### src/rtl/down_counter_pkg.sv
// Shared types and constants for the loadable down-counter/timer.
package down_counter_pkg;

    typedef enum logic [1:0] {
        IDLE = 2'd0,
        RUN  = 2'd1,
        DONE = 2'd2
    } state_t;

    localparam int DEFAULT_WIDTH = 4;

endpackage

### src/rtl/down_counter_prescaler.sv
// Tick generator: counts enabled cycles 0..PRESCALE-1 and pulses tick on the wrap.
// Only instantiated when DOWN_COUNTER_PRESCALE_EN is defined.
module down_counter_prescaler #(
    parameter int PRESCALE = 4
) (
    input  logic clk,
    input  logic reset,
    input  logic clear,
    input  logic enable,
    output logic tick
);

    localparam int CNT_W = (PRESCALE > 1) ? $clog2(PRESCALE) : 1;
    localparam logic [CNT_W-1:0] LAST = CNT_W'(PRESCALE - 1);

    logic [CNT_W-1:0] r_count;

    // Combinational tick so the decrement lands on the same edge the count wraps.
    assign tick = enable && (r_count == LAST);

    // NOTE: sequential state uses non-blocking assignments so every register
    // samples pre-edge values, independent of statement order.
    always_ff @(posedge clk or posedge reset) begin
        if (reset) begin
            r_count <= '0;
        end else if (clear) begin
            r_count <= '0;
        end else if (enable) begin
            r_count <= tick ? '0 : r_count + 1'b1;
        end
    end

endmodule

### src/rtl/down_counter_timer.sv
// Loadable down-counter/timer with one-cycle terminal-count pulse and optional auto-reload.
// Optional prescaler enabled by defining DOWN_COUNTER_PRESCALE_EN.
module down_counter_timer
    import down_counter_pkg::*;
#(
    parameter int WIDTH    = DEFAULT_WIDTH,
    parameter int PRESCALE = 4
) (
    input  logic             clk,
    input  logic             reset,
    input  logic             enable,
    input  logic             load,
    input  logic [WIDTH-1:0] load_value,
    input  logic             auto_reload,
    output logic [WIDTH-1:0] counter_out,
    output logic             zero,
    output logic             busy,
    output logic             tc_pulse
);

    state_t           r_state;
    logic [WIDTH-1:0] r_count;
    logic [WIDTH-1:0] r_reload;
    logic             r_tc_pulse;
    logic             w_step;

`ifdef DOWN_COUNTER_PRESCALE_EN
    logic w_presc_en;

    // The prescaler only advances on cycles that could otherwise decrement.
    assign w_presc_en = enable && (r_state == RUN) && !load;

    down_counter_prescaler #(
        .PRESCALE (PRESCALE)
    ) u_prescaler (
        .clk    (clk),
        .reset  (reset),
        .clear  (load),
        .enable (w_presc_en),
        .tick   (w_step)
    );
`else
    logic w_unused_prescale;

    assign w_unused_prescale = (PRESCALE == 0);
    assign w_step            = enable;
`endif

    always_ff @(posedge clk or posedge reset) begin
        if (reset) begin
            r_state    <= IDLE;
            r_count    <= '0;
            r_reload   <= '0;
            r_tc_pulse <= 1'b0;
        end else begin
            r_tc_pulse <= 1'b0;
            if (load) begin
                r_count  <= load_value;
                r_reload <= load_value;
                r_state  <= (load_value != '0) ? RUN : IDLE;
            end else if ((r_state == RUN) && w_step) begin
                if (r_count == WIDTH'(1)) begin
                    // Terminal event: reload skips zero entirely so the period equals the reload value.
                    r_tc_pulse <= 1'b1;
                    if (auto_reload) begin
                        r_count <= r_reload;
                    end else begin
                        r_count <= '0;
                        r_state <= DONE;
                    end
                end else if (r_count != '0) begin
                    r_count <= r_count - 1'b1;
                end
            end
        end
    end

    assign counter_out = r_count;
    assign zero        = (r_count == '0);
    assign busy        = (r_state == RUN);
    assign tc_pulse    = r_tc_pulse;

endmodule

### config.mk
export PLATFORM = sky130hd
export DESIGN_NAME = down_counter_timer
export DESIGN_NICKNAME = d
export VERILOG_FILES = /design/src/rtl/down_counter_pkg.sv /design/src/rtl/down_counter_prescaler.sv /design/src/rtl/down_counter_timer.sv
export SDC_FILE = /design/constraint.sdc
export NUM_CORES = 1
export LEC_CHECK = 0
export CAP_MARGIN = 20
export CORE_MARGIN = 8
export CORE_UTILIZATION = 50
export DETAILED_ROUTE_END_ITERATION = 8
export PLACE_DENSITY = 0.8
export SLEW_MARGIN = 0
export SYNTH_ARGS = -nofsm -noshare
export SYNTH_HDL_FRONTEND = slang
export SYNTH_SLANG_ARGS = --single-unit
### constraint.sdc
create_clock -name clk -period 2.9 [get_ports clk]
set_input_delay 0.58 -clock clk [delete_from_list [all_inputs] [get_ports clk]]
set_output_delay 0.58 -clock clk [all_outputs]
set_load 0.02 [all_outputs]
Yosys cells after proc, flatten, opt, wreduce, memory -nomap -nowiden
Cells that the tools add are included.
- input bits: 9
- register bits after elaboration: 11
- output and inout bits: 7
- word-level logic and storage cells: 30
- add/sub/neg operators: 1
- equality and inequality tests: 3
- reduce and logical (&&, ||, !) cells: 9
- muxes and demuxes: 13
- operators by type and width (cell ; number):
    4-bit two-way mux ; 5
    2-bit two-way mux ; 4
    4-bit nonzero test ; 2
    4-bit by 1-bit equality test with 1-bit output, second input constant ; 1
    4-bit zero test ; 1
    1-bit two-way mux ; 4
    2-bit nonzero test ; 2
    4-bit by 1-bit subtractor with 4-bit output, second input constant ; 1
    3-bit AND reduction ; 1
    3-bit nonzero test ; 1
    2-bit by 1-bit equality test with 1-bit output, second input constant ; 1
    2-bit != test, second input constant ; 1
    2-bit AND reduction ; 1
    1-bit logical AND ; 1

Depth between registers and ports, before layout
Gate-level depths: netlist (run 1).
- depth after elaboration: 5
- mapped depth: 6
- mapped depth without buffers: 6

Worst setup path before layout (run 1)
Ideal clock, no wire load.
- path type: register to output
- start: reg r_count[0], in the netlist counter_out[0]
- end: out zero
- stages on the path, launching flop included: 4
- data arrival time: 1053 ps
- slack: 1267 ps
- cell sequence: dfrtp_1 inv_1 ha_1 and2_1
- longest elaborated chain between the ends: 1
- RTL lines (what ; line ; source):
    from (decl) ; down_counter_timer.sv:22 ; logic [WIDTH-1:0] r_count;
    from (signal assigned) ; down_counter_timer.sv:58 ; r_count <= load_value;
    from (signal assigned) ; down_counter_timer.sv:66 ; r_count <= r_reload;
    from (signal assigned) ; down_counter_timer.sv:72 ; r_count <= r_count - 1'b1;
    4-bit zero test ; down_counter_timer.sv:79 ; assign zero = (r_count == '0);
    to (decl) ; down_counter_timer.sv:16 ; output logic zero,
Every way passes these cells.

Worst setup path in the final report (run 1)
Ends and elaborated chain as after synthesis.

==> results of run 1 <==
registers in the layout, summed over array words and instances, names as in the netlist:
| register | cells |
|---|---|
| r_state | 2 |
| counter_out | 4 |
| tc_pulse | 1 |
| r_reload | 4 |
through the flow:
stage	utilization, %	instances
CTS	66.8	98
finish	66.8	98
floorplan	-	66
global placement	64.8	94
detailed placement	64.8	94
global route	66.8	98
layer usage:
| layer | up-vias | wire length (µm) | GRT usage, % | share of wire [%] |
|---|---|---|---|---|
| met3 | 2 | 64 | 1.99 | 4.8 |
| met5 | - | 0 | 0 | 0 |
| li1 | 266 | - | - | - |
| met1 | 249 | 647 | 13.5 | 48 |
| met4 | 0 | 12 | 5.17 | 0.89 |
| met2 | 9 | 621 | 16.6 | 46 |
path summary, 6_finish.rpt:
path,endpoint,cells past startpoint
setup / recovery,zero,4
hold / removal,r_reload[2]$_DFFE_PP0P_,1
setup reg to reg,r_state[0]$_DFFE_PP0P_,6
hold reg to reg,r_reload[2]$_DFFE_PP0P_,1
max in group asynchronous,counter_out[2]$_DFFE_PP0P_,2
min in group asynchronous,r_state[1]$_DFFE_PP0P_,2
layout by cell type, fill, tap and decap left out, drive strengths merged, types with 2 or more instances in the layout:
cell,instances
clkdlybuf4s50,15
dfrtp,11
inv,6
nand2,5
o21ai,5
nor2,4
a21oi,4
clkbuf,4
mux2,3
nor2b,3
ha,3
nor3,2
and4b,2
mux2i,2
nand3,2
cell type report:
cell class / count / area [µm²] / area share [%]
multi-input combinational: 47 / 365 / 42.6
inverter: 6 / 22.5 / 2.62
clock buffer: 4 / 26.3 / 3.06
sequential: 11 / 275 / 32.1
timing repair buffer: 15 / 150 / 17.5
tap: 15 / 18.8 / 2.19
power by group through the flow:
stage | sequential (mW) | clock, mW | combinational, mW
final | 0.185 | 0.103 | 0.122
after global routing | 0.187 | 0.117 | 0.134
after CTS | 0.185 | 0.107 | 0.124
after detailed placement | 0.188 | 0 | 0.123
after global placement | 0.187 | 0 | 0.122
after floorplan | 0.194 | 0 | 0.0709
worst max-delay path: stages, from the launching register on:
cell and delay, ns:
dfrtp_1 0.44, inv_1 0.10, ha_1 0.23, and2_1 0.14, clkdlybuf4s50_1 0.59
cells by family after synthesis:
logic type               after synthesis
AO/OA/AOI/OAI                         17
flip-flops                            11
AND/OR/NAND/NOR                       22
multiplexers                           5
buffers and inverters                  8
adder cells (fa/ha/maj)                3
==> metrics.md, run 1 <==
| Metric | Value |
|---|---|
| Status | completed |
| R2R Path Start | counter_out[1]$_DFFE_PP0P_ |
| Io pins | 16 |
| Sw Ratio | a little under a third |
| Clock buffer depth | 2 |
| Pwr Total | about 0.41 mW |
| R2R Setup Slk | 1.30 ns |
| Die Y-Extent | 52.7 µm |
| Final Max Tran Viols | 0 |
| CTS tree | yes |
| ANT nets after route | 0 |
| Final setup fails | 0 |
| Logic pwr share | 29.7% |
| Distinct cells, synth | 31 |
| Final nets | 96 |
| Area contributors post-synth | dfrtp_1 (41%), ha_1 (5.6%), mux2_2 (5.0%) |
| PwrDens | ~480 nW/µm² |
| DR WL/cell | roughly 14 µm |
| Internal Power | roughly 0.28 mW |
| Post-synthesis compound-gate area fraction | roughly a fifth |
| DRC errors left | 0 |
| Final Critical Period | 2.35 ns |
| Final WS setup | around 0.55 ns |
| Cell Area, Synth | ~670 µm² |
| Clock network power share | 25.2% |
| Worst IR drop on VDD | 0.222 mV |
| Initial antenna violation count | 0 |
| Grt ovf | 0 |
| Largest family of logic cells by synthesized area | simple AND/OR/NAND/NOR gates |
| Lkg Pwr | approximately 0.38 nW |
| Share of layout cells above drive strength 1 | 14.5% |
| DP Area | around 830 µm² |
| Skew final | 0.00645 ns |
| Max-Cap Viols | 0 |
| Post-synth EDFFs | 0 |
| Worst-Margin Slew | about 0.56 ns |
| Crit path max fanout | 6 |
| Crit path required time | 2.32 ns |
| Worst Setup SP | counter_out[0]$_DFFE_PP0P_ |
| Clock tree sinks | 11 |
| Syn_nets | slightly below 80 |
| Arr. time, crit path | between 1.5 and 2 ns |
| Sequential Power Share | 45.1% |
| Final GP Congestion | ~0.75 |
| Adder-Cell Fraction of Synth Area | under 10% |
| Total Neg Setup Slack | 0 ns |
| CTS H-tree depth | 1 |
| IO buf count | 15 |
| Clock transition at path regs | 0.07 ns |
| Most common cell in the netlist | dfrtp_1 |
| Pre-CTS WS | 0.839 ns |
| Drt first pass iters | 4 |
| N_diodes | 0 |
| Die width | approximately 53 µm |
| Crit path launch type | register |
| Fmax | around 420 MHz |
| Post-synth ARST share | 100% |
| Via/cell ratio | 5.37 |
| Post-route cell area | 858 µm² |
| Clk root buf | clkbuf_4 |
| Row count | 13 |
| Hold WS | approximately 0.52 ns |
| Final wirelength | 1.35 mm |
| Core Area | approximately 1300 µm² |
| Worst setup EP type | primary output |
| Crit share post-route | between 80% and 90% |
| Number of global-route vias before repair | 502 |
| Mapped Cells | between 60 and 70 |
| Syn avg cell area | slightly above 10 µm² |
| GRT Util Overall | about a tenth |
| Register area share after synthesis | approximately two fifths |
| Initial Utilization | between 50% and 60% |
| Largest net degree at the start of global routing | 18 |
| Total setup buffers inserted after CTS | 0 |
| Top cells by count, synth | dfrtp_1 (11), inv_1 (6), nand2_1 (5) |
| Synth Area in XOR/XNOR | 0% |
| Routed vias | around 530 |
| Mux cell area share after synthesis | ~8.0% |
| TritonCTS Buffers | 3 |
| Switch Pwr | about 0.13 mW |
| Flops & latches, synth | 11 |
| Hold-fix buffers, CTS | 0 |
| HP Class | reg -> reg |
| Cell taking the most area after synthesis | dfrtp_1 |
| Crit Path Class | reg -> out |
| CTS resizes | 0 |
| Post-synthesis simple-gate area fraction | between 20% and 30% |
| DPL Wire Length | between 1 and 1.5 mm |
| Critical hold path startpoint | r_reload[2]$_DFFE_PP0P_ |
| Global-route wire length before repair | around 2.2 mm |
| Unrepaired setup endpoints after global routing | no |
| Yosys warning total | 0 |
| Filler cells | between 100 and 150 |
| DRT iter0 DRCs | 6 |
| Rel. slew slack | between 60% and 70% |
| Synth Flop Type | dfrtp_1 |
| Die area | 2770 µm² |
| Final hold viol count | 0 |
| Area Growth Syn to Fin | 27.7% |
| Clk_lat worst skew | ~0.26 ns |
| Top-area cell type share of the netlist area | approximately 41% |
(Power assumes the default switching activity.)
==> run 2: changes to the inputs <==
--- a/config.mk
+++ b/config.mk
@@ -7,9 +7,9 @@
 export LEC_CHECK = 0
 export CAP_MARGIN = 20
 export CORE_MARGIN = 8
-export CORE_UTILIZATION = 50
+export CORE_UTILIZATION = 47
 export DETAILED_ROUTE_END_ITERATION = 8
-export PLACE_DENSITY = 0.8
+export PLACE_DENSITY = 0.76
 export SLEW_MARGIN = 0
 export SYNTH_ARGS = -nofsm -noshare
 export SYNTH_HDL_FRONTEND = slang
==> constraint.sdc (replaced) <==
create_clock -name clk -period 2.3 [get_ports clk]
set_input_delay 0.46 -clock clk [delete_from_list [all_inputs] [get_ports clk]]
set_output_delay 0.46 -clock clk [all_outputs]
set_load 0.02 [all_outputs]
==> run 2 against run 1 <==
  * Worst hold slack worse by 0.050 ns
  * Worst setup slack worse by 0.18 ns
  * Clock power rose by 33%
  * Critical path depth is 3 lower
  * Sequential share of layout area is 0.14 points lower
  * Sequential power grew 26%
  * Cell area is 0.44% higher
  * Total power is 29% higher
  * Non-clock buffer count stayed put
  * Wire length up 10%
  * Combinational power up 30%
  * Register-to-register slack got worse by 0.68 ns
  * Largest cell class unchanged
==> metrics.md, run 2 (synthesized netlist as in run 1, its figures left out) <==
| Metric | Value |
|---|---|
| Hold-fix buffers, CTS | 0 (unchanged) |
| Initial antenna violation count | 0 (unchanged) |
| Lkg Pwr | 0.398 nW (+5.4%) |
| Global-route wire length before repair | 2.64 mm (+19%) |
| Number of global-route vias before repair | 572 (+14%) |
| Worst-Margin Slew | 0.590 ns (+0.0270 ns) |
| Final wirelength | 1.48 mm (+10%) |
| Core Area | 1320 µm² (+2.5%) |
| Crit path launch type | register |
| Largest stage delay, worst path | 0.67 ns (+0.08 ns) |
| N_diodes | 0 (unchanged) |
| IO buf count | 15 (unchanged) |
| DR WL/cell | 15.1 µm (+10%) |
| Slowest CP cell | clkdlybuf4s50_1 |
| Filler cells | 123 (+8.8%) |
| Most common cell after layout, fill and taps aside | clkdlybuf4s50_1 |
| HP Class | in -> async |
| Most frequent cells in the layout | clkdlybuf4s50_1 (14), dfrtp_1 (11), inv_1 (6) |
| Clk_lat worst skew | 0.28 ns (+0.02 ns) |
| Fmax | 517 MHz |
| CP Cell Sequence | clkdlybuf4s50_1 |
| Worst IR drop on VDD | 0.380 mV (+71%) |
| PwrDens | 614 nW/µm² (+29%) |
| ANT nets after route | 0 (unchanged) |
| Crit share post-route | 84.0% |
| Largest net degree at the start of global routing | 18 (unchanged) |
| Die Y-Extent | 53.8 µm (+2.2%) |
| Hold WS | 0.471 ns (-0.0501 ns) |
| TritonCTS Buffers | 3 (unchanged) |
| Final GP Congestion | 0.749 (about the same) |
| Worst setup EP type | primary output |
| Row count | 13 (unchanged) |
| Final Max Tran Viols | 0 (unchanged) |
| Initial Utilization | 51.0% (-1.3 points) |
| Routed vias | 533 (+1.3%) |
| CTS H-tree depth | 1 (unchanged) |
| Pwr Total | 0.529 mW (+29%) |
| Rel. slew slack | 60.5% (-1.8 points) |
| Drt first pass iters | 4 (unchanged) |
| Final setup fails | 0 (unchanged) |
| Grt ovf | 0 (unchanged) |
| Die width | 53.8 µm (+2.2%) |
| DRT iter0 DRCs | 8 (+2) |
| Crit Path Class | reg -> out |
| GRT Util Overall | 12.2% (+1.6 points) |
| Via/cell ratio | 5.44 (+1.3%) |
| Finished Core Util | 65.4% (-1.4 points) |
| Clock transition at path regs | 0.08 ns (about the same) |
| Total Neg Setup Slack | 0 ns (unchanged) |
| DRC errors left | 0 (unchanged) |
| Final nets | 96 (unchanged) |
| Arr. time, crit path | 1.47 ns (-0.30 ns) |
| Share of layout cells above drive strength 1 | 15.7% (+1.2 points) |
| Clock buffer depth | 2 (unchanged) |
| Unrepaired setup endpoints after global routing | no |
| CTS tree | yes |
| Die area | 2900 µm² (+4.4%) |
| Skew final | 0.00659 ns (+0.000142 ns) |
| CP top delay family | buffers and inverters |
| Final Critical Period | 1.93 ns |
| Crit path required time | 1.84 ns (-0.48 ns) |
| Max-Cap Viols | 0 (unchanged) |
| DPL Wire Length | 1.13 mm (+3.8%) |
| Area Growth Syn to Fin | 28.3% |
| Io pins | 16 (unchanged) |
| CP bufs+invs | 1 (-1) |
| Final hold viol count | 0 (unchanged) |
| Status | completed |
| Crit path max fanout | 8 (+2) |
| Clock tree sinks | 11 (unchanged) |
| Clk root buf | clkbuf_4 |
==> run 2: cell count changes in the layout (fill, tap and decap cells not counted), sizes merged <==
cell,previous run,this run
dlymetal6s2s,0,1
clkdlybuf4s50,15,14
clkinv,0,1
clkbuf,4,3
==> run 2: path summary, 6_finish.rpt <==
| kind | start | endpoint | slack, ns | depth (start not counted) |
|---|---|---|---|---|
| worst max-delay path | counter_out[2]$_DFFE_PP0P_ | counter_out[2] | 0.37 | 1 |
| worst min-delay path | reset | r_state[1]$_DFFE_PP0P_ | 0.47 | 2 |
| worst max register to register | counter_out[1]$_DFFE_PP0P_ | counter_out[1]$_DFFE_PP0P_ | 0.62 | 6 |
| worst min register to register | r_reload[3]$_DFFE_PP0P_ | r_reload[3]$_DFFE_PP0P_ | 0.51 | 1 |
| max in group asynchronous | reset | counter_out[2]$_DFFE_PP0P_ | 1.52 | 2 |
| min in group clk | r_reload[3]$_DFFE_PP0P_ | r_reload[3]$_DFFE_PP0P_ | 0.51 | 1 |
==> run 2: through the flow <==
step                      setup slack (ns)  area (µm²)  cells
after CTS                           0.0300         860     98
after detailed placement             0.347         832     94
after global routing                 0.306         862     98
after global placement               0.398         832     94
final                                0.367         862     98
after floorplan                      0.787         672     66
==> run 2: layer usage <==
layer | part of all wire [%] | wire [µm] | up-vias | global-route usage (%)
li1 | - | - | 273 | -
met1 | 49 | 727 | 239 | 15.5
met2 | 42 | 622 | 17 | 17.2
met3 | 7.2 | 107 | 4 | 4.68
met4 | 1.6 | 23 | 0 | 7.14
met5 | 0 | 0 | - | 0
==> run 2: cell type report <==
cell class                      count  area [µm²]  area share [%]
Clock buffer                        3        22.5            2.61
Tap cell                           15        18.8            2.18
Multi-Input combinational cell     47         365            42.4
Inverter                            6        22.5            2.61
Timing Repair Buffer               15         153            17.7
Clock inverter                      1        5.00           0.581
Sequential cell                    11         275            31.9
==> run 2: timing repair <==
action,4_1_cts,5_1_grt
hold endpoints to repair,0,0
resized for setup,0,1
setup endpoints to repair,0,1
buffers inserted,0,0
==> run 2: power breakdown <==
part | switching [mW] | leakage (nW) | internal (mW) | total, mW
Sequential | 0.0231 | 0.132 | 0.211 | 0.234
Clock | 0.0729 | 0.0177 | 0.0645 | 0.137
Combinational | 0.0809 | 0.248 | 0.0771 | 0.158
==> run 3: changes to the inputs <==
--- a/config.mk
+++ b/config.mk
@@ -7,9 +7,9 @@
 export LEC_CHECK = 0
 export CAP_MARGIN = 20
 export CORE_MARGIN = 8
-export CORE_UTILIZATION = 47
+export CORE_UTILIZATION = 42
 export DETAILED_ROUTE_END_ITERATION = 8
-export PLACE_DENSITY = 0.76
+export PLACE_DENSITY = 0.72
 export SLEW_MARGIN = 0
 export SYNTH_ARGS = -nofsm -noshare
 export SYNTH_HDL_FRONTEND = slang
==> constraint.sdc (replaced) <==
create_clock -name clk -period 1.6 [get_ports clk]
set_input_delay 0.32 -clock clk [delete_from_list [all_inputs] [get_ports clk]]
set_output_delay 0.32 -clock clk [all_outputs]
set_load 0.02 [all_outputs]
==> run 3 against run 2 <==
  * Total power increased by 52%
  * Count of clock-buffer cells in the layout did not move
  * Die area increased by 8.3%
  * Non-clock buffer count grew 13
  * Utilization is 1.1 points lower
  * Combinational power is 85% higher
  * Worst hold slack worse by 0.14 ns
  * Critical path type unchanged
  * Critical path depth stayed put
==> metrics.md, run 3 (synthesized netlist as in run 1, its figures left out) <==
| Metric | Value |
|---|---|
| Arr. time, crit path | 1.20 ns (-0.27 ns) |
| CP bufs+invs | 1 (unchanged) |
| Pre-CTS WS | -0.0197 ns (-0.366 ns) |
| DP Area | 931 µm² (+12%) |
| Pwr Total | 0.805 mW (+52%) |
| Max-Cap Viols | 0 (unchanged) |
| Crit path max fanout | 1 (-7) |
| Final nets | 109 (+14%) |
| Via/cell ratio | 5.13 (-5.6%) |
| Lkg Pwr | 0.456 nW (+15%) |
| Routed vias | 575 (+7.9%) |
| Io pins | 16 (unchanged) |
| Area Growth Syn to Fin | 44.3% |
| Slowest CP cell | clkdlybuf4s50_1 |
| Core Area | 1510 µm² (+14%) |
| Largest stage delay, worst path | 0.60 ns (-0.07 ns) |
| Total Neg Setup Slack | 0 ns (unchanged) |
| Initial Utilization | 44.6% (-6.4 points) |
| Final Critical Period | roughly 1.5 ns |
| Filler cells | 133 (+8.1%) |
| Largest net degree at the start of global routing | 13 (-5) |
| Worst IR drop on VDD | 0.466 mV (+23%) |
| Grt ovf | 0 (unchanged) |
| Crit Path Class | reg -> out |
| CP top delay family | buffers and inverters |
| DPL Wire Length | 1.20 mm (+5.9%) |
| Final wirelength | 1.46 mm (-1.2%) |
| Internal Power | 0.544 mW (+54%) |
| Clock buffer depth | 2 (unchanged) |
| DR WL/cell | 13.1 µm (-14%) |
| IO buf count | 15 (unchanged) |
| DRT iter0 DRCs | 3 (-5) |
| Most common cell after layout, fill and taps aside | buf_4 |
| Crit path launch type | register |
| Crit path required time | 1.28 ns (-0.56 ns) |
| Die area | 3140 µm² (+8.3%) |
| Skew final | 0.00568 ns (-0.000907 ns) |
| Final Max Tran Viols | 0 (unchanged) |
| GRT Util Overall | 10.1% (-2.1 points) |
| Fmax | 658 MHz |
| HP Class | in -> async |
| Die width | 56.0 µm (+4.1%) |
| Logic pwr share | 36.3% (+6.5 points) |
| Crit share post-route | about 95% |
| Final WS setup | 0.0791 ns (-0.288 ns) |
| Final GP Congestion | 0.830 (+11%) |
| Final setup fails | 0 (unchanged) |
| Global-route wire length before repair | 2.64 mm (+0.27%) |
| Rel. slew slack | 71.4% (+11 points) |
| Die Y-Extent | 56.0 µm (+4.1%) |
| Unrepaired setup endpoints after global routing | no |
| Status | completed |
| Initial antenna violation count | 0 (unchanged) |
| Final hold viol count | 0 (unchanged) |
| Clock transition at path regs | 0.08 ns (about the same) |
| Sw Ratio | 32.4% (-0.96 points) |
| Number of global-route vias before repair | 571 (-0.17%) |
| CP Cell Sequence | clkdlybuf4s50_1 |
| ANT nets after route | 0 (unchanged) |
| Clock tree sinks | 11 (unchanged) |
| CTS tree | yes |
| Switch Pwr | 0.261 mW (+48%) |
| Worst-Margin Slew | 0.428 ns (-0.163 ns) |
| TritonCTS Buffers | 3 (unchanged) |
| N_diodes | 0 (unchanged) |
| Clock network power share | 24.0% (-1.9 points) |
| Row count | 14 (+1) |
| Hold-fix buffers, CTS | 0 (unchanged) |
| Post-route cell area | 970 µm² (+12%) |
| Worst setup EP type | primary output |
| Share of layout cells above drive strength 1 | 30.2% (+15 points) |
| Clk root buf | clkbuf_4 |
| Most frequent cells in the layout | buf_4 (13), dfrtp_1 (11), clkdlybuf4s50_1 (9) |
| CTS H-tree depth | 1 (unchanged) |
| Clk_lat worst skew | 0.27 ns (about the same) |
| DRC errors left | 0 (unchanged) |
| Sequential Power Share | 39.6% (-4.6 points) |
| Drt first pass iters | 4 (unchanged) |
| PwrDens | 830 nW/µm² (+35%) |
-- run 3: per-layer routing --
layer	part of all wire [%]	track usage, %	vias up
met2	46	14.4	15
met3	4.5	3.42	2
met4	1.0	4.12	0
met5	0	0	-
li1	-	-	295
met1	48	13.5	263
-- run 3: path summary, 6_finish.rpt --
check	start	to	slack, ns	cells past startpoint
max	tc_pulse$_DFF_PP0_	tc_pulse	0.08	1
min	reset	r_state[1]$_DFFE_PP0P_	0.33	2
max reg2reg	counter_out[1]$_DFFE_PP0P_	r_state[0]$_DFFE_PP0P_	0.15	7
min reg2reg	r_reload[3]$_DFFE_PP0P_	r_reload[3]$_DFFE_PP0P_	0.51	1
max in group asynchronous	reset	counter_out[3]$_DFFE_PP0P_	0.97	2
min in group clk	r_reload[3]$_DFFE_PP0P_	r_reload[3]$_DFFE_PP0P_	0.51	1
-- run 3: layout make-up --
cell class | count | area, µm² | area share (%)
clock inverters | 1 | 5.00 | 0.516
flip-flops and latches | 11 | 275 | 28.4
multi-input cells | 47 | 388 | 40.0
repair buffers | 28 | 236 | 24.4
inverters | 6 | 22.5 | 2.32
well taps | 16 | 20.0 | 2.06
clock buffers | 3 | 22.5 | 2.32
-- run 3: what timing repair did --
| item | CTS | global route |
|---|---|---|
| setup endpoints to repair | 7 | 7 |
| gates resized for setup | 9 | 4 |
| endpoints found under the hold margin | 0 | 0 |
| cloned | 0 | 0 |
| pin swaps | 0 | 0 |
| buffers inserted | 0 | 0 |
-- run 3: power groups by stage --
stage               Sequential, mW  Combinational [mW]  Clock (mW)
floorplan                    0.352               0.129           0
global placement             0.324               0.290           0
detailed placement           0.325               0.293           0
CTS                          0.319               0.288       0.200
global route                 0.323               0.322       0.220
finish                       0.319               0.292       0.194
-- run 3: per-stage QoR --
stage | cells | utilization [%] | hold slack [ns]
after floorplan | 66 | - | 0.172
after global placement | 108 | 61.8 | 0.490
after detailed placement | 108 | 61.8 | 0.497
after CTS | 112 | 63.7 | 0.346
after global routing | 112 | 64.4 | 0.371
final | 112 | 64.4 | 0.329
